$ cat src/rtl/rtp_depacketizer.sv
// RTP / RFC4175 receive depacketizer.
// Parses a 32-bit AXI-Stream RTP packet (6 fixed header words, then payload), validates the
// header and forwards payload words with zero latency, together with per-packet side-band info.
//
// Ports:
//   clk, reset                    clock, synchronous active-high reset
//   s_axis_t{data,valid,ready,last}  packet input (one packet per tlast)
//   m_axis_t{data,valid,ready,last,user}  payload output, tuser = start of frame
//   line_num, pix_offset, field_id, marker, timestamp  side-band of current packet
//   pkt_info_valid                 1-cycle pulse when side-band updates
//   seq_err, len_err               1-cycle error pulses
//   drop_cnt, seq_err_cnt          saturating event counters
module rtp_depacketizer #(
    parameter logic [6:0]  PAYLOAD_TYPE = 7'd96,
    parameter int unsigned CNT_WIDTH    = 16
) (
    input  logic                 clk,
    input  logic                 reset,
    input  logic [31:0]          s_axis_tdata,
    input  logic                 s_axis_tvalid,
    output logic                 s_axis_tready,
    input  logic                 s_axis_tlast,
    output logic [31:0]          m_axis_tdata,
    output logic                 m_axis_tvalid,
    input  logic                 m_axis_tready,
    output logic                 m_axis_tlast,
    output logic                 m_axis_tuser,
    output logic [14:0]          line_num,
    output logic [14:0]          pix_offset,
    output logic                 field_id,
    output logic                 marker,
    output logic [31:0]          timestamp,
    output logic                 pkt_info_valid,
    output logic                 seq_err,
    output logic                 len_err,
    output logic [CNT_WIDTH-1:0] drop_cnt,
    output logic [CNT_WIDTH-1:0] seq_err_cnt
);

    typedef enum logic [2:0] {
        IdleRecv,
        HeaderRecv,
        PdHeaderRecv,
        PayloadRecv,
        DropRecv
    } state_e;

    state_e         state_q, state_d;
    logic [2:0]     hdr_cnt_q, hdr_cnt_d;

    // Header fields captured before the packet is known to be valid
    logic [15:0]    seq_lo_q;
    logic           m_hdr_q;
    logic [31:0]    ts_hdr_q;
    logic [15:0]    ext_hdr_q;
    logic [15:0]    len_q;

    // Side-band and status registers
    logic [14:0]    line_q, off_q;
    logic           field_q, marker_q;
    logic [31:0]    ts_q;
    logic           pkt_info_valid_q, seq_err_q, len_err_q;
    logic [CNT_WIDTH-1:0] drop_cnt_q, seq_err_cnt_q;
    logic [31:0]    prev_ext_q;
    logic           have_prev_q;
    logic           first_beat_q;
    logic [15:0]    beat_cnt_q;

    logic           fire;
    logic           w0_bad;
    logic           drop_inc, load_w0, load_w1, load_w4, accept_pkt, pay_beat;
    logic           in_pay;
    logic [31:0]    ext_now;
    logic           seq_bad;
    logic [15:0]    beat_next;

    assign in_pay = (state_q == PayloadRecv);
    assign s_axis_tready = in_pay ? m_axis_tready : 1'b1;
    assign fire = s_axis_tvalid && s_axis_tready;

    assign w0_bad = (s_axis_tdata[31:30] != 2'd2) || s_axis_tdata[28] ||
                    (s_axis_tdata[27:24] != 4'd1) || (s_axis_tdata[22:16] != PAYLOAD_TYPE);

    always_comb begin
        state_d    = state_q;
        hdr_cnt_d  = hdr_cnt_q;
        drop_inc   = 1'b0;
        load_w0    = 1'b0;
        load_w1    = 1'b0;
        load_w4    = 1'b0;
        accept_pkt = 1'b0;
        pay_beat   = 1'b0;
        unique case (state_q)
            IdleRecv: begin
                if (fire) begin
                    if (w0_bad || s_axis_tlast) begin
                        drop_inc = 1'b1;
                        state_d  = s_axis_tlast ? IdleRecv : DropRecv;
                    end else begin
                        load_w0   = 1'b1;
                        hdr_cnt_d = 3'd1;
                        state_d   = HeaderRecv;
                    end
                end
            end
            HeaderRecv: begin
                if (fire) begin
                    if (s_axis_tlast) begin
                        drop_inc = 1'b1;
                        state_d  = IdleRecv;
                    end else begin
                        load_w1   = (hdr_cnt_q == 3'd1);
                        hdr_cnt_d = hdr_cnt_q + 3'd1;
                        if (hdr_cnt_q == 3'd3) state_d = PdHeaderRecv;
                    end
                end
            end
            PdHeaderRecv: begin
                if (fire) begin
                    if (hdr_cnt_q == 3'd4) begin
                        if (s_axis_tlast) begin
                            drop_inc = 1'b1;
                            state_d  = IdleRecv;
                        end else begin
                            load_w4   = 1'b1;
                            hdr_cnt_d = 3'd5;
                        end
                    end else if (s_axis_tdata[15]) begin
                        // Multi-line packets are not supported
                        drop_inc = 1'b1;
                        state_d  = s_axis_tlast ? IdleRecv : DropRecv;
                    end else begin
                        // tlast here is a valid zero-byte payload packet
                        accept_pkt = 1'b1;
                        state_d    = s_axis_tlast ? IdleRecv : PayloadRecv;
                    end
                end
            end
            PayloadRecv: begin
                if (fire) begin
                    pay_beat = 1'b1;
                    if (s_axis_tlast) state_d = IdleRecv;
                end
            end
            DropRecv: begin
                if (fire && s_axis_tlast) state_d = IdleRecv;
            end
            default: state_d = IdleRecv;
        endcase
    end

    assign ext_now   = {ext_hdr_q, seq_lo_q};
    assign seq_bad   = have_prev_q && (ext_now != prev_ext_q + 32'd1);
    assign beat_next = beat_cnt_q + 16'd1;

    always_ff @(posedge clk) begin
        if (reset) begin
            state_q          <= IdleRecv;
            hdr_cnt_q        <= 3'd0;
            seq_lo_q         <= 16'd0;
            m_hdr_q          <= 1'b0;
            ts_hdr_q         <= 32'd0;
            ext_hdr_q        <= 16'd0;
            len_q            <= 16'd0;
            line_q           <= 15'd0;
            off_q            <= 15'd0;
            field_q          <= 1'b0;
            marker_q         <= 1'b0;
            ts_q             <= 32'd0;
            pkt_info_valid_q <= 1'b0;
            seq_err_q        <= 1'b0;
            len_err_q        <= 1'b0;
            drop_cnt_q       <= '0;
            seq_err_cnt_q    <= '0;
            prev_ext_q       <= 32'd0;
            have_prev_q      <= 1'b0;
            first_beat_q     <= 1'b0;
            beat_cnt_q       <= 16'd0;
        end else begin
            state_q          <= state_d;
            hdr_cnt_q        <= hdr_cnt_d;
            pkt_info_valid_q <= 1'b0;
            seq_err_q        <= 1'b0;
            len_err_q        <= 1'b0;

            if (load_w0) begin
                seq_lo_q <= s_axis_tdata[15:0];
                m_hdr_q  <= s_axis_tdata[23];
            end
            if (load_w1) ts_hdr_q <= s_axis_tdata;
            if (load_w4) begin
                ext_hdr_q <= s_axis_tdata[31:16];
                len_q     <= s_axis_tdata[15:0];
            end

            if (drop_inc && (drop_cnt_q != '1)) drop_cnt_q <= drop_cnt_q + 1'b1;

            if (accept_pkt) begin
                field_q          <= s_axis_tdata[31];
                line_q           <= s_axis_tdata[30:16];
                off_q            <= s_axis_tdata[14:0];
                marker_q         <= m_hdr_q;
                ts_q             <= ts_hdr_q;
                pkt_info_valid_q <= 1'b1;
                seq_err_q        <= seq_bad;
                if (seq_bad && (seq_err_cnt_q != '1)) seq_err_cnt_q <= seq_err_cnt_q + 1'b1;
                prev_ext_q       <= ext_now;
                have_prev_q      <= 1'b1;
                first_beat_q     <= 1'b1;
                beat_cnt_q       <= 16'd0;
                if (s_axis_tlast) len_err_q <= (len_q != 16'd0);
            end

            if (pay_beat) begin
                beat_cnt_q   <= beat_next;
                first_beat_q <= 1'b0;
                if (s_axis_tlast) len_err_q <= ({beat_next, 2'b00} != {2'b00, len_q});
            end
        end
    end

    assign m_axis_tvalid  = in_pay && s_axis_tvalid;
    assign m_axis_tdata   = in_pay ? s_axis_tdata : 32'd0;
    assign m_axis_tlast   = in_pay && s_axis_tlast;
    assign m_axis_tuser   = m_axis_tvalid && first_beat_q && (line_q == 15'd0) && (off_q == 15'd0);

    assign line_num       = line_q;
    assign pix_offset     = off_q;
    assign field_id       = field_q;
    assign marker         = marker_q;
    assign timestamp      = ts_q;
    assign pkt_info_valid = pkt_info_valid_q;
    assign seq_err        = seq_err_q;
    assign len_err        = len_err_q;
    assign drop_cnt       = drop_cnt_q;
    assign seq_err_cnt    = seq_err_cnt_q;

endmodule

$ cat config.mk
export PLATFORM = sky130hd
export DESIGN_NAME = rtp_depacketizer
export DESIGN_NICKNAME = d
export VERILOG_FILES = /design/src/rtl/rtp_depacketizer.sv
export SDC_FILE = /design/constraint.sdc
export NUM_CORES = 1
export LEC_CHECK = 0
export BUFFER_PORTS_ARGS = -buffer_cell sky130_fd_sc_hd__buf_2
export CAP_MARGIN = 20
export CORE_MARGIN = 2
export CORE_UTILIZATION = 55
export DETAILED_ROUTE_END_ITERATION = 8
export GPL_ROUTABILITY_DRIVEN = 0
export HOLD_SLACK_MARGIN = 0.02
export PLACE_DENSITY = 0.78
export SLEW_MARGIN = 20
export SYNTH_ARGS = -nofsm -noshare
export SYNTH_HDL_FRONTEND = slang
export SYNTH_SLANG_ARGS = --single-unit
$ cat constraint.sdc
create_clock -name clk -period 3.75 [get_ports clk]
set_clock_uncertainty 0.15 [all_clocks]
set_input_delay 0.5625 -clock clk [delete_from_list [all_inputs] [get_ports clk]]
set_output_delay 0.5625 -clock clk [all_outputs]
set_load 0.1 [all_outputs]
### Word-level counts from Yosys, hierarchy flattened

Index checks and enable logic that the tools add are counted.

* register bits after elaboration: 236
* output and inout bits: 135
* word-level logic and storage cells: 131

* add/subtract/negate cells: 5
* reduce and logical (&&, ||, !) cells: 25
* bitwise logic cells: 1
* eq/ne operators: 24
* muxes and demuxes: 55

Operator list (count)
* $mux 3: 19
* $add 16x1->16 const B: 3
* $add 32x1->32 const B: 1
* $mux 16: 2
* $mux 32: 1
* $ne 16x16->1 const B: 2
* $ne 32x32->1: 1
* $logic_not 15->1: 2
* $mux 1: 29
* $ne 2x2->1 const B: 10
* $ne 18x16->1: 1
* $reduce_bool 16->1: 1
* $pmux 3 s5: 1
* $logic_and 1x1->1: 10
* $eq 3x2->1 const B: 3
* $pmux 3 s3: 1
* $reduce_and 8->1: 1
* $ne 7x7->1 const B: 1
* $eq 3x1->1 const B: 2
* $eq 3x3->1 const B: 2
* $reduce_and 6->1: 1
* $logic_or 1x1->1: 4
* $ne 4x1->1 const B: 1
* $reduce_or 2->1: 2
* other kinds (9): 9

### Longest topological paths before layout

Gate-level depths: netlist (run 1).

* depth in word-level cells: 9
* mapped depth: 12

### Least setup slack after synthesis (run 1)

Ideal clock, no wire load.

* kind: reg2out
* start: register line_q[10], in the netlist line_num[10]
* end: output m_axis_tuser
* cell stages (with the launch flop): 4
* buffers on the path: 0
* slack: -198 ps
* required time: 3037 ps
* arrival time: 3235 ps
* cell sequence: dfxtp_1 -> nor4b_1 -> nand4_1 -> nor3_1

* word-level cells in the longest chain between the ends: 3

Ends and longest elaborated chain
* start: declaration: RTL line 59 `logic [14:0] line_q, off_q;`
* start signal: assignment: RTL line 200 `line_q <= s_axis_tdata[30:16];`
* $logic_not 15->1: RTL line 225 `assign m_axis_tuser = m_axis_tvalid && first_beat_q && (line_q == 15'd0) && (off_q == 15'd0);`
* $logic_and 1x1->1 (2 in a row): RTL line 225
* end: declaration: RTL line 27 `output logic m_axis_tuser,`

No other way between the ends.

### Worst setup path after layout (run 1)

* start: register prev_ext_q[0]
* end: register seq_err_cnt_q[13], in the netlist seq_err_cnt[13]

* word-level cells in the longest chain between the ends: 5

Ends and longest elaborated chain
* start: declaration: RTL line 64 `logic [31:0] prev_ext_q;`
* start signal: assignment: RTL line 207 `prev_ext_q <= ext_now;`
* $add 32x1->32: RTL line 153 `assign seq_bad = have_prev_q && (ext_now != prev_ext_q + 32'd1);`
* $ne 32x32->1: RTL line 153
* $logic_and 1x1->1: RTL line 153
* $logic_and 1x1->1: RTL line 206 `if (seq_bad && (seq_err_cnt_q != '1)) seq_err_cnt_q <= seq_err_cnt_q + 1'b1;`
* $reduce_and 2->1 (no source line)
* end signal: assignment: RTL line 206
* end: declaration: RTL line 63 `logic [CNT_WIDTH-1:0] drop_cnt_q, seq_err_cnt_q;`

No other way between the ends.
A chain may end at the register's enable or synchronous reset.

==> results.md, run 1 <==
Floorplanning:
- The area of the core is 0.0194 mm^2.
- 172 I/O pins were placed.
- The die height is 144 um.
- Once the floorplan was initialized, standard cells occupied 55.7% of the core.
- The area of the die is around 0.021 mm^2.
- Row generation in the floorplan step produced 51 rows.
- The overall die width is 144 um.

Clock tree:
- The clock passes through at most 3 buffers.
- The cell chosen for the clock root is clkbuf_16.
- In this run the number of H-tree levels came out at 1.
- The number of hold buffers added after CTS was 0.
- The clock-pin transition on the worst setup and hold timing paths is 60 ps.
- The number of sinks handled by clock tree synthesis is approximately 240.
- The total CTS buffers is 25.
- The CTS tree is yes.
- The clock latency on the worst-skew pair is 520 ps.

Routing:
- The average via count per standard cell is 5.78.
- Summed over all layers, the routed wires come to about 31000 um.
- The routed length per placed instance is 17.2 um.
- The pre-antenna-repair detailed-routing pass consisted of 6 iterations.
- The detail route stage leaves a number of antenna-violating nets equal to 0.
- The initial DRC count is 824.
- In the routed design, unresolved DRC markers number 0.
- The routed layout has roughly 10000 vias.

Logic synthesis:
- The share of flip-flops with an asynchronous set or reset is 0%.
- The number of flops mapped to enable cells by yosys is 0.
- The part of the Yosys area used for sequential elements is ~44%.
- The most frequently used flop master after synthesis is dfxtp_1.
- The total of warnings raised by yosys is 0.
- The per-instance average area after synthesis is 7.77 um^2.
- In the synthesized netlist, the number of instances is 1391.
- Counting distinct cell types in the post-synthesis netlist gives 61.
- In this run, synthesis produced a sequential element count of between 200 and 250.
- The mapped netlist covers 0.0108 mm^2.
- The number of nets in the synthesized netlist is ~1400.

Cells and area:
- The filler cell count is 1696.
- After the last flow step, the layout net total stands at 1568.
- The post-synthesis to final-layout area growth is 18.3%.
- The fraction of final layout cells with drive strength greater than 1 is 16.7%.
- The most common cell after layout, fill and taps aside is nand2_1.
- The library cells used most frequently in the layout, excluding fill and tap cells, are nand2_1 (367), dfxtp_1 (236), a21oi_1 (192).
- The antenna diode count is 0.

Placement:
- Input and output buffers added on the ports amount to 171.
- Prior to clock tree synthesis, the placed netlist has a worst setup slack of 212 ps.
- The HPWL after detailed placement is 20600 um.

Timing:
- The final count of negative-setup-slack endpoints is 0.
- Dividing the final minimum period by the clock period gives 96.1%.
- Based on the critical path, the design can be clocked at up to 0.278 GHz.
- The final critical delay including setup and external delays is approximately 3600 ps.
- The final count of hold timing violations is 0.
- The pin slew with the least headroom to its limit is about 1100 ps.
- Headroom to the max-slew limit came out at 26.0%.
- The least setup slack across all paths after layout is 147 ps.
- The final number of max-transition violations is 0.

Setup path:
- At the worst endpoint, the required time is approximately 4000 ps.
- In this run the worst path has a maximum fanout of 18.
- The critical path in this run is classified as reg -> reg.
- The arrival time of the worst setup path is between 3000 and 4000 ps.
- The kind of end point of the critical path is a flop.
- The nature of the critical path startpoint is a flop.

GRT:
- Global routing used 29.0% of the available tracks across all layers.
- The wire length of the first global-routing pass is 48500 um.
- Global routing finished with a remaining overflow of 0.
- The pin count of the biggest net entering global routing is 122.
- The via count of the first global-routing pass is 9341.
- The initial antenna violation count is 0.

Power:
- IR analysis of the VDD net gives a maximum drop of 0.315 mV.
- The power density over the cells is 419 mW/mm^2.
- The static leakage is ~5 nW.
- The design draws 5.35 mW.

Run status:
- The flow ran to the end, and the final reports show no timing, DRC or antenna violations.

Run:
- The tool flagged a number of max-cap violations equal to 0.

Hold path:
- The worst min-delay path class is in -> reg.
## per-layer routing
metal	global-route usage [%]	routed length [um]
met5	0	0
met1	39.2	13100
met3	4.90	2140
met2	45.9	14500
met4	12.8	1370
## logic make-up after synthesis
| family | Yosys count | synth area share [%] |
|---|---|---|
| compound gates | 265 | 13.6 |
| xor+xnor | 78 | 6.32 |
| fa+ha+maj | 8 | 0.926 |
| buf+inv | 101 | 3.71 |
| flops | 236 | 43.7 |
| mux | 26 | 2.49 |
| simple gates | 677 | 29.3 |
## what timing repair did
action / 4_1_cts / 5_1_grt
setup endpoints to repair: 0 / 11
setup buffers: 0 / 4
gates resized for setup: 0 / 1
## stage by stage
step / util [%] / setup TNS, ps / std cells / hold slack (ps) / cell area (um^2)
after floorplan: - / 0 / 1391 / 282 / 10800
after global placement: 61.1 / 0 / 1757 / 291 / 11900
after detailed placement: 61.1 / 0 / 1757 / 294 / 11900
after CTS: 65.8 / 0 / 1799 / 174 / 12800
after global routing: 65.9 / -61.8 / 1803 / 183 / 12800
final: 65.9 / 0 / 1803 / 183 / 12800
## final cells by class
type	instances	area, um^2	share of cell area, %
clock inverter	8	169	1.32
sequential	236	4720	36.9
tap	265	332	2.59
timing repair buffer	196	1070	8.41
inverter	10	37.5	0.294
clock buffer	34	729	5.70
multi-input combinational	1054	5720	44.7
## synthesized netlist by cell type (10+ instances only)
| library cell | instances | area share, % |
|---|---|---|
| nor4_1 | 26 | 1.5 |
| nor2b_1 | 13 | 0.75 |
| dfxtp_1 | 236 | 44 |
| xor2_1 | 42 | 3.4 |
| xnor2_1 | 36 | 2.9 |
| o21ai_0 | 26 | 1.2 |
| clkbuf_1 | 82 | 2.8 |
| mux2i_1 | 19 | 1.8 |
| nor3_1 | 20 | 0.93 |
| inv_1 | 10 | 0.35 |
| nand4_1 | 25 | 1.4 |
| nand3_1 | 37 | 1.7 |
| and4_1 | 10 | 0.81 |
| nand2_1 | 367 | 13 |
| and3_1 | 46 | 2.7 |
| nor2_1 | 86 | 3.0 |
| a21oi_1 | 192 | 8.9 |
## sequential cells by signal, indices dropped and copies added, names as in the netlist, 3 cells and up
register and count:
seq_err_cnt 16, timestamp 32, ts_hdr_q 32, state_q 3, seq_lo_q 16, line_num 15
len_q 16, hdr_cnt_q 3, beat_cnt_q 16, ext_hdr_q 16, drop_cnt 16, pix_offset 15
prev_ext_q 32
## power by group
group          total [mW]  switching, mW  internal (mW)
Combinational       0.156          0.124         0.0324
Sequential           2.51        0.00434           2.51
Clock                2.68          0.987           1.69
Total                5.35           1.11           4.24
## critical path: stages, from the launching register on
cell and delay (ps):
dfxtp_1 430, ha_2 270, nand4_1 260, nor4_4 400, nand2_1 130, or4_1 510, a2111oi_1 450, and4_1 240
buf_4 230, nor4_2 80, mux2_1 320
## worst paths after layout
| path | startpoint | to | slack, ps | cells past startpoint |
|---|---|---|---|---|
| max | prev_ext_q[0] | seq_err_cnt[13] | 150 | 10 |
| min | s_axis_tdata[29] | line_num[13] | 180 | 3 |
| max reg2reg | prev_ext_q[0] | seq_err_cnt[13] | 150 | 10 |
| min reg2reg | timestamp[12] | timestamp[12] | 300 | 2 |
Power figures use the tool's default switching activity.
==> run 2: changes to the inputs <==
CORE_UTILIZATION = 57   (was 55)
PLACE_DENSITY = 0.8   (was 0.78)
==> results.md, run 2 (synthesized netlist as in run 1, its figures left out) <==
Setup path:
- The required time at the worst-slack endpoint is 3990 ps (about the same).
- The worst setup path is launched from a flop.
- The largest fanout on the critical path is 19 (+1).
- The critical path in this run is classified as reg -> reg.
- The arrival time of the worst setup path was 3850 ps (about the same).
- The kind of end point of the critical path is a flop.

Clock tree:
- The clock-pin transition on the worst setup and hold timing paths is 60 ps (about the same).
- The level count of the clock H-tree came to 1 (unchanged).
- The number of sinks handled by clock tree synthesis is 236 (unchanged).
- The CTS tree is yes.
- The maximum clock insertion buffer count is 3 (unchanged).
- The total CTS buffers was 24 (-4.0%).
- The cell sitting at the root of the clock tree is a clkbuf_16.
- The clock latency on the worst-skew pair was 510 ps (about the same).

Power:
- The static leakage was 5.10 nW (-0.49%).
- The share of power burned in the clock network came to 48.5% (-1.6 points).
- The sequential share of power is 48.5% (+1.5 points).
- The maximum resistive drop on vdd is 0.335 mV (+6.5%).
- The power spent charging and discharging nets is 1.10 mW (-1.5%).
- The internal cell power is 4.08 mW (-3.6%).
- The power density over the cells is 408 mW/mm^2 (-2.5%).
- The switching power as a share of total power is 21.2% (+0.36 points).
- The combinational fraction of design power is 2.9% (about the same).

Timing:
- The final count of hold timing violations is 0 (unchanged).
- The least setup slack across all paths after layout is 143 ps (-3.92 ps).
- The pin slew with the least headroom to its limit is 1130 ps (+15.0 ps).
- The final critical delay including setup and external delays is 3610 ps (+3.92 ps).
- The final number of max-transition violations was 0 (unchanged).
- The final count of negative-setup-slack endpoints is 0 (unchanged).
- The headroom to the max-slew limit is 25.0% (-1.0 points).
- The share of the clock period used by the worst path after layout came to 96.2% (+0.10 points).
- The achievable clock frequency is 0.277 GHz (-0.11%).

Cells and area:
- The fraction of final layout cells with drive strength greater than 1 is 16.8% (+0.043 points).
- The antenna diode count came to 0 (unchanged).
- The share of the core filled with cells in the final layout came to 68.1% (+2.2 points).
- The top cell types in the final layout, fill and taps aside, are nand2_1 (367), dfxtp_1 (236), a21oi_1 (192).
- The post-synthesis to final-layout area growth is 17.4%.
- The final net count is 1567 (-0.064%).
- The library cell used most frequently in the layout, excluding fill and tap cells, is nand2_1.
- The filler-free cell count of the finished design came to 1774 (-1.6%).

GRT:
- The total global routing track utilization is 29.0% (-0.061 points).
- The initial antenna violation count is 0 (unchanged).
- The via count of the first global-routing pass is 9470 (+1.4%).
- The wire length of the first global-routing pass is 47400 um (-2.3%).
- The pin count of the biggest net entering global routing is 102 (-16%).
- The residual overflow from global routing came to 0 (unchanged).

Routing:
- The number of vias in the routed layout is 10430 (+0.067%).
- The initial DRC count came to 873 (+5.9%).
- The DRC violation count after routing came to 0 (unchanged).
- The average via count per standard cell was 5.88 (+1.7%).
- The routed length per placed instance was 17.0 um (-1.4%).
- The remaining number of nets flagged by the antenna check after routing was 0 (unchanged).
- The wire length after detailed routing is 30200 um (-3.0%).
- The number of iterations in the first detailed-routing pass is 6 (unchanged).

Floorplanning:
- The number of rows in the core area is 50 (-2.0%).
- The area of the core is 0.0186 mm^2 (-3.9%).
- The starting density of the core is 58.0% (+2.3 points).
- The I/O pin count came to 172 (unchanged).
- The area of the die is 0.0201 mm^2 (-3.4%).
- The die height is 142 um (-1.7%).
- The overall die width is 142 um (-1.7%).

Placement:
- The HPWL after detailed placement came to 19900 um (-3.3%).
- The post-placement cell count was 1726 (-1.8%).
- The count of port buffers added during placement was 171 (unchanged).
- The setup slack at placement is 142 ps (-70.6 ps).

Run status:
- The run finished with clean final reports.

Run:
- The number of max-cap violations is 0 (unchanged).

Hold path:
- The min-delay analysis places its worst path in the category in -> reg.
[run 2: changes by cell type in the layout (fill, tap and decap cells not counted)]
cell / before / now
clkinv_2: 2 / 5
bufinv_16: 5 / 3
clkbuf_1: 2 / 4
a2111oi_0: 3 / 2
a2111oi_2: 0 / 1
buf_12: 2 / 1
buf_6: 1 / 2
clkbuf_8: 7 / 6
clkinvlp_4: 0 / 1
inv_6: 1 / 0
[run 2: critical path, stage by stage (launching register included)]
cell,delay [ps]
dfxtp_1,430
ha_2,270
nand4_1,240
nor4_4,420
nand2_1,110
or4_1,530
a2111oi_2,420
and4_1,300
buf_6,200
nor4_2,80
mux2_1,320
[run 2: metrics by stage]
step	TNS (ps)	hold WS [ps]	instance area (um^2)	power [mW]
floorplan	0	282	10800	2.64
global placement	0	287	11800	2.72
detailed placement	0	295	11800	2.72
CTS	0	183	12700	5.21
global route	-141	195	12700	5.33
finish	0	187	12700	5.18
[run 2: timing repair]
action | in CTS | in global routing
hold buffers | 0 | 0
buffers inserted | 0 | 4
resized for setup | 0 | 4
setup endpoints to repair | 0 | 11
[run 2: area by class of cell]
class                      count  area [um^2]
clock inverter                 9          123
fill                        1537         5950
clock buffer                  35          723
inverter                      10         37.5
multi-input combinational   1054         5730
timing repair buffer         196         1070
tap                          234          293
sequential                   236         4720
[run 2: path summary, 6_finish.rpt]
path	endpoint	depth (start not counted)	slack, ps	start
setup / recovery	seq_err_cnt[13]	10	140	prev_ext_q[0]
hold / removal	ts_hdr_q[19]	3	190	s_axis_tdata[19]
setup reg to reg	seq_err_cnt[13]	10	140	prev_ext_q[0]
hold reg to reg	timestamp[26]	2	300	timestamp[26]
[run 2: power by group through the flow]
| stage | Sequential (mW) | Clock, mW | Combinational (mW) |
|---|---|---|---|
| floorplan | 2.58 | 0 | 0.0546 |
| global placement | 2.57 | 0 | 0.149 |
| detailed placement | 2.57 | 0 | 0.149 |
| CTS | 2.51 | 2.54 | 0.150 |
| global route | 2.51 | 2.66 | 0.159 |
| finish | 2.51 | 2.52 | 0.152 |
[run 2: metal layers]
| metal | global-route usage [%] | wire length (um) |
|---|---|---|
| met4 | 10.6 | 979 |
| met3 | 5.43 | 2500 |
| met1 | 38.9 | 12600 |
| met5 | 0 | 0 |
| met2 | 46.7 | 14100 |
